File: config.mk
export PLATFORM = sky130hd
export DESIGN_NAME = note_tone_gen
export DESIGN_NICKNAME = d
export VERILOG_FILES = /design/src/rtl/piano_pkg.sv /design/src/rtl/note_period_lut.sv /design/src/rtl/note_tone_gen.sv
export SDC_FILE = /design/constraint.sdc
export NUM_CORES = 1
export LEC_CHECK = 0
export CORE_MARGIN = 3
export CORE_UTILIZATION = 45
export DETAILED_ROUTE_END_ITERATION = 16
export PLACE_DENSITY_LB_ADDON = 0.05
export SETUP_SLACK_MARGIN = 0.15
export SLEW_MARGIN = 20
export SYNTH_ARGS = -nofsm -noshare
export SYNTH_HDL_FRONTEND = slang
export SYNTH_SLANG_ARGS = --single-unit
export TNS_END_PERCENT = 1
File: constraint.sdc
create_clock -name clk -period 3.7 [get_ports clk]
set_input_delay 0.37 -clock clk [delete_from_list [all_inputs] [get_ports clk]]
set_output_delay 0.37 -clock clk [all_outputs]
set_load 0.05 [all_outputs]
File: src/rtl/piano_pkg.sv
// Shared note definitions for the keyboard piano: note codes, pitch table,
// half-period arithmetic and the tone generator state encoding.
package piano_pkg;
  localparam int NOTE_W    = 4;
  localparam int CNT_W     = 18;
  localparam int NUM_NOTES = 13;

  localparam logic [NOTE_W-1:0] NOTE_SILENT = 4'd0;
  localparam logic [NOTE_W-1:0] NOTE_C4     = 4'd1;
  localparam logic [NOTE_W-1:0] NOTE_CS4    = 4'd2;
  localparam logic [NOTE_W-1:0] NOTE_D4     = 4'd3;
  localparam logic [NOTE_W-1:0] NOTE_DS4    = 4'd4;
  localparam logic [NOTE_W-1:0] NOTE_E4     = 4'd5;
  localparam logic [NOTE_W-1:0] NOTE_F4     = 4'd6;
  localparam logic [NOTE_W-1:0] NOTE_FS4    = 4'd7;
  localparam logic [NOTE_W-1:0] NOTE_G4     = 4'd8;
  localparam logic [NOTE_W-1:0] NOTE_GS4    = 4'd9;
  localparam logic [NOTE_W-1:0] NOTE_A4     = 4'd10;
  localparam logic [NOTE_W-1:0] NOTE_AS4    = 4'd11;
  localparam logic [NOTE_W-1:0] NOTE_B4     = 4'd12;
  localparam logic [NOTE_W-1:0] NOTE_C5     = 4'd13;

  // Pitch in centi-Hertz, C4 up to C5.
  localparam int unsigned FREQ_CHZ [NUM_NOTES] = '{
    26163, 27718, 29366, 31113, 32963, 34923, 36999,
    39200, 41530, 44000, 46616, 49388, 52325};

  typedef enum logic {IDLE, PLAY} state_e;

  function automatic bit is_note(input logic [NOTE_W-1:0] code);
    return (code >= NOTE_C4) && (code <= NOTE_C5);
  endfunction

  function automatic longint unsigned half_period_wide(input logic [NOTE_W-1:0] code,
                                                       input longint unsigned clk_hz);
    longint unsigned f;
    f = 64'd0;
    for (int i = 0; i < NUM_NOTES; i++)
      if (int'(code) == i + 1) f = 64'(FREQ_CHZ[i]);
    if (f == 64'd0) return 64'd0;
    return (clk_hz * 64'd100) / (64'd2 * f);
  endfunction

  function automatic logic [CNT_W-1:0] half_period(input logic [NOTE_W-1:0] code,
                                                   input longint unsigned clk_hz);
    return CNT_W'(half_period_wide(code, clk_hz));
  endfunction
endpackage

File: src/rtl/note_period_lut.sv
// Note code to half-period lookup; every entry folds to a constant at elaboration.
module note_period_lut import piano_pkg::*; #(
  parameter int unsigned CLK_HZ = 50_000_000,
  parameter int          CNT_W  = 18,
  parameter int          NOTE_W = 4
) (
  input  logic [NOTE_W-1:0] note_code,
  output logic [CNT_W-1:0]  half_per
);
  logic [CNT_W-1:0] tbl [2**NOTE_W];

  for (genvar i = 0; i < 2**NOTE_W; i++) begin : g_tbl
    localparam longint unsigned HP = half_period_wide(NOTE_W'(i), 64'(CLK_HZ));
    assign tbl[i] = CNT_W'(HP);
  end

  assign half_per = tbl[note_code];
endmodule

File: src/rtl/note_tone_gen.sv
// Square-wave tone generator: half-period counter with note changes deferred
// to the falling edge of the output so the waveform never glitches.
module note_tone_gen import piano_pkg::*; #(
  parameter int unsigned CLK_HZ = 50_000_000,
  parameter int          CNT_W  = 18,
  parameter int          NOTE_W = 4
) (
  input  logic              clk,
  input  logic              reset,
  input  logic              note_valid,
  input  logic [NOTE_W-1:0] note_code,
  output logic              note_ready,
  output logic              audio_out,
  output logic              playing,
  output logic [NOTE_W-1:0] cur_note
);
  // C4 is the lowest pitch, so it has the longest half-period.
  localparam longint unsigned MAX_HALF = half_period_wide(NOTE_C4, 64'(CLK_HZ));
  if (MAX_HALF >= (64'd1 << CNT_W)) begin : g_cnt_w_check
    $fatal(1, "CNT_W too narrow for the longest half-period at CLK_HZ");
  end

  state_e            state, state_n;
  logic [CNT_W-1:0]  cnt, cnt_n, half_per, half_per_n, lut_half;
  logic [NOTE_W-1:0] cur_note_n, pend_code, pend_code_n, lut_code;
  logic              audio_n, pend_valid, pend_valid_n, accept, boundary;

  assign note_ready = !pend_valid;
  assign playing    = (state == PLAY);
  assign accept     = note_valid && note_ready;
  assign boundary   = (cnt == half_per - CNT_W'(1));
  // IDLE starts straight from the request; PLAY only ever loads from pend.
  assign lut_code   = (state == IDLE) ? note_code : pend_code;

  note_period_lut #(.CLK_HZ(CLK_HZ), .CNT_W(CNT_W), .NOTE_W(NOTE_W)) u_lut (
    .note_code (lut_code),
    .half_per  (lut_half)
  );

  always_ff @(posedge clk or negedge reset) begin
    if (!reset) begin
      state      <= IDLE;
      cnt        <= '0;
      half_per   <= '0;
      audio_out  <= 1'b0;
      cur_note   <= '0;
      pend_valid <= 1'b0;
      pend_code  <= '0;
    end else begin
      state      <= state_n;
      cnt        <= cnt_n;
      half_per   <= half_per_n;
      audio_out  <= audio_n;
      cur_note   <= cur_note_n;
      pend_valid <= pend_valid_n;
      pend_code  <= pend_code_n;
    end
  end

  always_comb begin
    state_n      = state;
    cnt_n        = cnt;
    half_per_n   = half_per;
    audio_n      = audio_out;
    cur_note_n   = cur_note;
    pend_valid_n = pend_valid;
    pend_code_n  = pend_code;
    case (state)
      IDLE: begin
        if (accept && is_note(note_code)) begin
          state_n    = PLAY;
          cur_note_n = note_code;
          half_per_n = lut_half;
          cnt_n      = '0;
          audio_n    = 1'b1;
        end
      end
      PLAY: begin
        // An accept can never coincide with the pend clear below: it needs pend_valid low.
        if (accept) begin
          pend_valid_n = 1'b1;
          pend_code_n  = note_code;
        end
        if (boundary) begin
          cnt_n   = '0;
          audio_n = !audio_out;
          if (audio_out && pend_valid) begin
            pend_valid_n = 1'b0;
            pend_code_n  = '0;
            if (is_note(pend_code)) begin
              half_per_n = lut_half;
              cur_note_n = pend_code;
            end else begin
              state_n    = IDLE;
              audio_n    = 1'b0;
              cur_note_n = '0;
            end
          end
        end else begin
          cnt_n = cnt + CNT_W'(1);
        end
      end
      default: state_n = IDLE;
    endcase
  end
endmodule

==> impl_metrics.ini, run 1 <==
[critical_path]
path_max_fanout = 8
cp-end-kind = flip-flop
crit_buf_inv = 2
slowest_stage = or4_4
start_kind = flip-flop
path_class = reg2reg
r2r_start = half_per[0]
rr_endpoint = half_per[11]
cp_top_family = simple AND/OR/NAND/NOR gates
slowest_delay_ps = 500
reg2reg_depth = 11
crit_path_cell_trace = inv_1 -> ha_2 -> or3b_4 -> or4_4 -> or3_1 -> a21oi_1 -> nand2_1 -> nor3b_4 -> a31o_4 -> clkbuf_16 -> mux2_4
crit_arrival_ps = 3560
critPathRequiredTime_ps = 3890
r2r_setup_slack_ps = 330

[floorplanning]
std_cell_rows = 30
die_w_um = 91.94
die_area_mm2 = 0.008452
die_h_um = 91.94
start_util = 0.4760
core_mm2 = 0.006982
num_io_pins = 14

[detailed_routing]
firstDrtPassIters = 4
post_drt_wl_per_cell_um = 15.50
ant_nets = 0
drc = 0
drt-initial-drc-count = 122
vias = 2817
wl_um = 7719
viasPerCell = 5.657

[timing]
max_freq_mhz = 297.0
fin_crit_ps = 3367
fin_worst_skew_ps = 12.77
tns_ps = 0
setup_viol = 0
slew_headroom = 0.5080
min_period_over_period = 0.9099
hold_viol_final = 0
final-max-slew-violation-count = 0
worst_pin_slew_ps = 738.0
timing.final.ws_setup_ps = 333.2
grt_setup_unrepaired = no

[cts]
hold_buffers = 0
insertion_delay_ps = 300
root_buffer = clkbuf_8
cts_tree = yes
cts.sinks = 46
clk_pin_slew_ps = 90
numCtsBuffers = 5
clock_path_buffers = 2
h-tree-depth = 2

[yosys]
synth.distinct_cells = 57
ys_warn_count = 0
ys_top_cells_by_area = dfrtp_1 35%, nand2_1 6.7%, a21oi_1 3.9%
syn_avg_cell_area_um2 = 8.543
synth-edff-count = 0
synth.top_cell.area_share = 0.3464
yosysSeqAreaShare = 0.3464
yosysTopAreaCell = dfrtp_1
synth-main-ff-cell = dfrtp_1
netlist_area_mm2 = 0.003323
synth-seq-cells = 46
syn-num-nets = 404
async_flop_share = 1.000
syn_inst = 389

[grt]
grtUsageTotal = 0.1865
antenna_found_initial = 0
grt_pass1_wl_um = 12730
overflow = 0
first_global_vias = 2518
grt_max_degree = 47

[final_layout]
final_layout_size_suffix_gt1_frac = 0.1294
final_core_util = 0.5265
area_growth_pct = 10.62
num-fill-cells = 690
multi_input_area_mm2 = 0.001979
antenna_cells = 0
final_cell_mix = 59 x nand2_1, 45 x dfrtp_1, 26 x a21oi_1, 25 x nor2_1, 22 x o21ai_0
final_common_cell = nand2_1
seqCellArea_mm2 = 0.001152
final_nets = 416

[place]
place.gp.congestion = 0.9297
port_buffers = 13
post-place-ws_ps = 227.8
hpwl_um = 5652

[run]
drv_cap = 0

[power]
leakagePower_nw = 1.564
peakVddDrop_mv = 0.1521
power.density_mw_per_mm2 = 276.3

[outcome]
status = finished, final reports clean

[hold_path]
min_path_type = in2async
[routing by layer]
layer | global-route usage | up-vias | part of all wire
met2 | 0.2956 | 38 | 0.47
met5 | 0 | - | 0
met3 | 0.03035 | 8 | 0.029
met4 | 0.05198 | 0 | 0.010
li1 | - | 1433 | -
met1 | 0.2627 | 1338 | 0.49
[power breakdown]
| part | internal [mW] | switching, mW |
|---|---|---|
| clock | 0.172 | 0.179 |
| sequential | 0.507 | 0.00899 |
| combinational | 0.0521 | 0.0966 |
[layout make-up]
type | instances | share of cell area
Sequential cell | 46 | 0.3135
Multi-Input combinational cell | 303 | 0.5385
Timing Repair Buffer | 24 | 0.06535
Clock buffer | 7 | 0.02621
Tap cell | 96 | 0.03268
Clock inverter | 1 | 0.002383
Inverter | 21 | 0.02144
[cell usage after synthesis (all sizes together) (4+ instances only)]
cell / count
a211oi: 5
a21oi: 27
a31oi: 5
and2: 4
and4: 4
buf: 9
clkbuf: 10
dfrtp: 46
ha: 8
inv: 20
mux2: 16
mux2i: 10
nand2: 59
nand3: 18
nor2: 25
nor3: 4
nor3b: 4
nor4: 9
o21ai: 22
o22ai: 8
o311ai: 6
or2: 4
or4: 6
xnor2: 10
xor2: 11
[flip-flops by register name (all words and copies together), names as in the netlist]
register / flops
cnt: 18
half_per: 17
cur_note: 4
pend_code: 4
audio_out: 1
pend_valid: 1
playing: 1
[what timing repair did]
item,4_1_cts,5_1_grt
resized for setup,0,6
endpoints found under the hold margin,0,0
endpoints found under the setup margin,0,15
setup buffers,0,4
[cells by family (layout without fill, tap and decap cells)]
| logic type | after synthesis | in the layout | synth area share |
|---|---|---|---|
| simple gates | 154 | 154 | 0.2331 |
| compound gates | 94 | 94 | 0.1800 |
| flops | 46 | 46 | 0.3464 |
| buf+inv | 40 | 53 | 0.06513 |
| mux | 26 | 26 | 0.08999 |
| xor+xnor | 21 | 21 | 0.05534 |
| fa+ha+maj | 8 | 8 | 0.03012 |
[how the worst max path moves through the flow]
stage / from / cells after the start / slack [ps] / end
floorplan: half_per[0] / 12 / 430 / half_per[10]
global placement: half_per[0] / 11 / 270 / half_per[0]
detailed placement: half_per[0] / 11 / 230 / half_per[6]
CTS: half_per[0] / 11 / 220 / half_per[5]
global route: half_per[1] / 11 / 170 / half_per[0]
finish: half_per[0] / 11 / 330 / half_per[11]
[through the flow]
| step | instances | hold slack [ps] | area (um^2) | total power [mW] |
|---|---|---|---|---|
| after floorplan | 389 | 74.41 | 3323 | 0.6281 |
| after global placement | 485 | 505.7 | 3488 | 0.6747 |
| after detailed placement | 485 | 505.5 | 3488 | 0.6735 |
| after CTS | 493 | 294.6 | 3593 | 1.027 |
| after global routing | 498 | 108.9 | 3676 | 1.068 |
| final | 498 | 75.52 | 3676 | 1.016 |
Note: power is estimated with default switching activity, not from simulation.
==> inputs of run 2 (changes only) <==
- SETUP_SLACK_MARGIN: 0.15 -> default
- clock period: 3.7 -> 3.1 ns (I/O delays scaled with it)
==> run 2 against run 1 <==
  * The flow now finishes with violations (negative setup slack)
  * Critical path depth rose by 1
  * Final cell count rose by 4.4%
  * Largest power group unchanged
  * Total power rose by 24%
  * Highest routed layer unchanged
  * Non-clock buffer count rose by 22
==> impl_metrics.ini, run 2 (synthesized netlist as in run 1, its figures left out) <==
[outcome]
status = finished with violations
violations = negative setup slack

[power]
power.density_mw_per_mm2 = 323.9
leakagePower_nw = 1.685
peakVddDrop_mv = 0.2133

[timing]
timing.final.ws_setup_ps = -20.19
worst_pin_slew_ps = 653.6
fin_worst_skew_ps = 5.140
min_period_over_period = 1.007
slew_headroom = 0.5603
hold_viol_final = 0
fin_crit_ps = 3120
final-max-slew-violation-count = 0
grt_setup_unrepaired = yes
setup_viol = 6
max_freq_mhz = 320.5

[grt]
first_global_vias = 2709
grt_max_degree = 47
overflow = 0
grtUsageTotal = 0.1960
grt_pass1_wl_um = 13460
antenna_found_initial = 0

[cts]
cts.sinks = 46
h-tree-depth = 2
numCtsBuffers = 5
hold_buffers = 0
insertion_delay_ps = 300
clock_path_buffers = 2
cts_tree = yes
root_buffer = clkbuf_8
clk_pin_slew_ps = 90

[final_layout]
largest_register = cnt
area_growth_pct = 16.75
final_common_cell = nand2_1
largest_reg_flops = 18
final_cell_mix = 58 x nand2_1, 46 x dfrtp_1, 31 x buf_4, 25 x a21oi_1, 24 x nor2_1
reg_top3 = cnt: 18 flops, half_per: 17 flops
finish.instance_area_mm2 = 0.003880
final_layout_size_suffix_gt1_frac = 0.1863
antenna_cells = 0
final_nets = 438
fin_cells = 520

[place]
place.gp.congestion = 0.8972
placed_cell_area_mm2 = 0.003626
hpwl_um = 5847
dpl.cell_count = 503
port_buffers = 13

[critical_path]
path_class = reg2reg
critPathRequiredTime_ps = 3300
crit_path_cell_trace = inv_2 -> ha_4 -> or3b_4 -> or4_4 -> or3_4 -> a21oi_2 -> nand2_1 -> nor3b_2 -> a31o_1 -> buf_12 -> buf_4 -> mux2_2
crit_arrival_ps = 3320
crit_buf_inv = 3
path_max_fanout = 10
cp_top_family = simple AND/OR/NAND/NOR gates
cp-end-kind = flip-flop
start_kind = flip-flop
slowest_delay_ps = 440
slowest_stage = or4_4

[detailed_routing]
vias = 2957
met3WireLength_um = 320
viasPerCell = 5.687
drt-initial-drc-count = 145
routed.top_layer = met4
firstDrtPassIters = 5
ant_nets = 0
post_drt_wl_per_cell_um = 15.68
drc = 0
dr_wl_met2_um = 3784
wl_um = 8154
wl_met1_um = 3911

[floorplanning]
die_h_um = 91.94
core_mm2 = 0.006982
num_io_pins = 14
std_cell_rows = 30
die_area_mm2 = 0.008452
start_util = 0.4760
die_w_um = 91.94

[run]
drv_cap = 0

[hold_path]
min_path_type = in2async
## run 2: changes by cell type in the layout (fill, tap and decap cells not counted), sizes merged
cell | previous run | this run
clkbuf | 8 | 5
buf | 11 | 34
inv | 20 | 21
bufinv | 0 | 1
## run 2: final timing paths
check	slack, ps	depth (start not counted)	start	endpoint
min reg2reg	520	2	cur_note[2]	cur_note[2]
min	20	1	reset	half_per[1]
min in group clk	520	2	cur_note[2]	cur_note[2]
max reg2reg	-20	12	half_per[1]	half_per[16]
max	-20	12	half_per[1]	half_per[16]
max in group asynchronous	2690	1	reset	pend_valid
## run 2: worst reg2reg max path: cells and delay by family (launching register included)
family,cells,cell delay (ps)
muxes,1,310
adders and majority gates,1,130
buffers and inverters,3,330
and+or+nand+nor,5,1490
AOI/OAI and AO/OA,2,360
DFF,1,400
## run 2: power by group
part	switching [mW]	internal (mW)	total (mW)
registers	0.0110	0.606	0.617
logic	0.115	0.0623	0.177
clock network	0.221	0.242	0.463
## run 2: metrics by stage
step / power, mW / hold slack, ps / util / setup slack [ps] / setup TNS (ps)
2_1_floorplan: 0.7496 / 14.41 / - / -47.04 / -235.2
3_3_place_gp: 0.8032 / 495.4 / 0.5194 / 60.45 / 0
3_5_place_dp: 0.8028 / 499.7 / 0.5194 / 34.55 / 0
4_1_cts: 1.268 / 244.9 / 0.5355 / 10.84 / 0
5_1_grt: 1.320 / 52.09 / 0.5557 / -157.9 / -2217
6_report: 1.257 / 17.18 / 0.5557 / -20.19 / -107.5
## run 2: per-layer routing
layer,track usage,vias to the layer above
met4,0.05693,0
met5,0,-
li1,-,1470
met1,0.2803,1403
met2,0.3047,72
met3,0.03281,12
## run 2: final cells by class
type | count | area [um^2]
clock buffer | 5 | 68.82
clock inverter | 3 | 43.79
fill | 660 | 3102
inverter | 21 | 78.83
multi-input combinational | 303 | 2013
sequential | 46 | 1151
tap | 96 | 120.1
timing repair buffer | 46 | 404.1
## run 2: what timing repair did
item                                    CTS  global route
endpoints found under the setup margin    0            32
resized for setup                         0            19
buffers inserted                          0             9
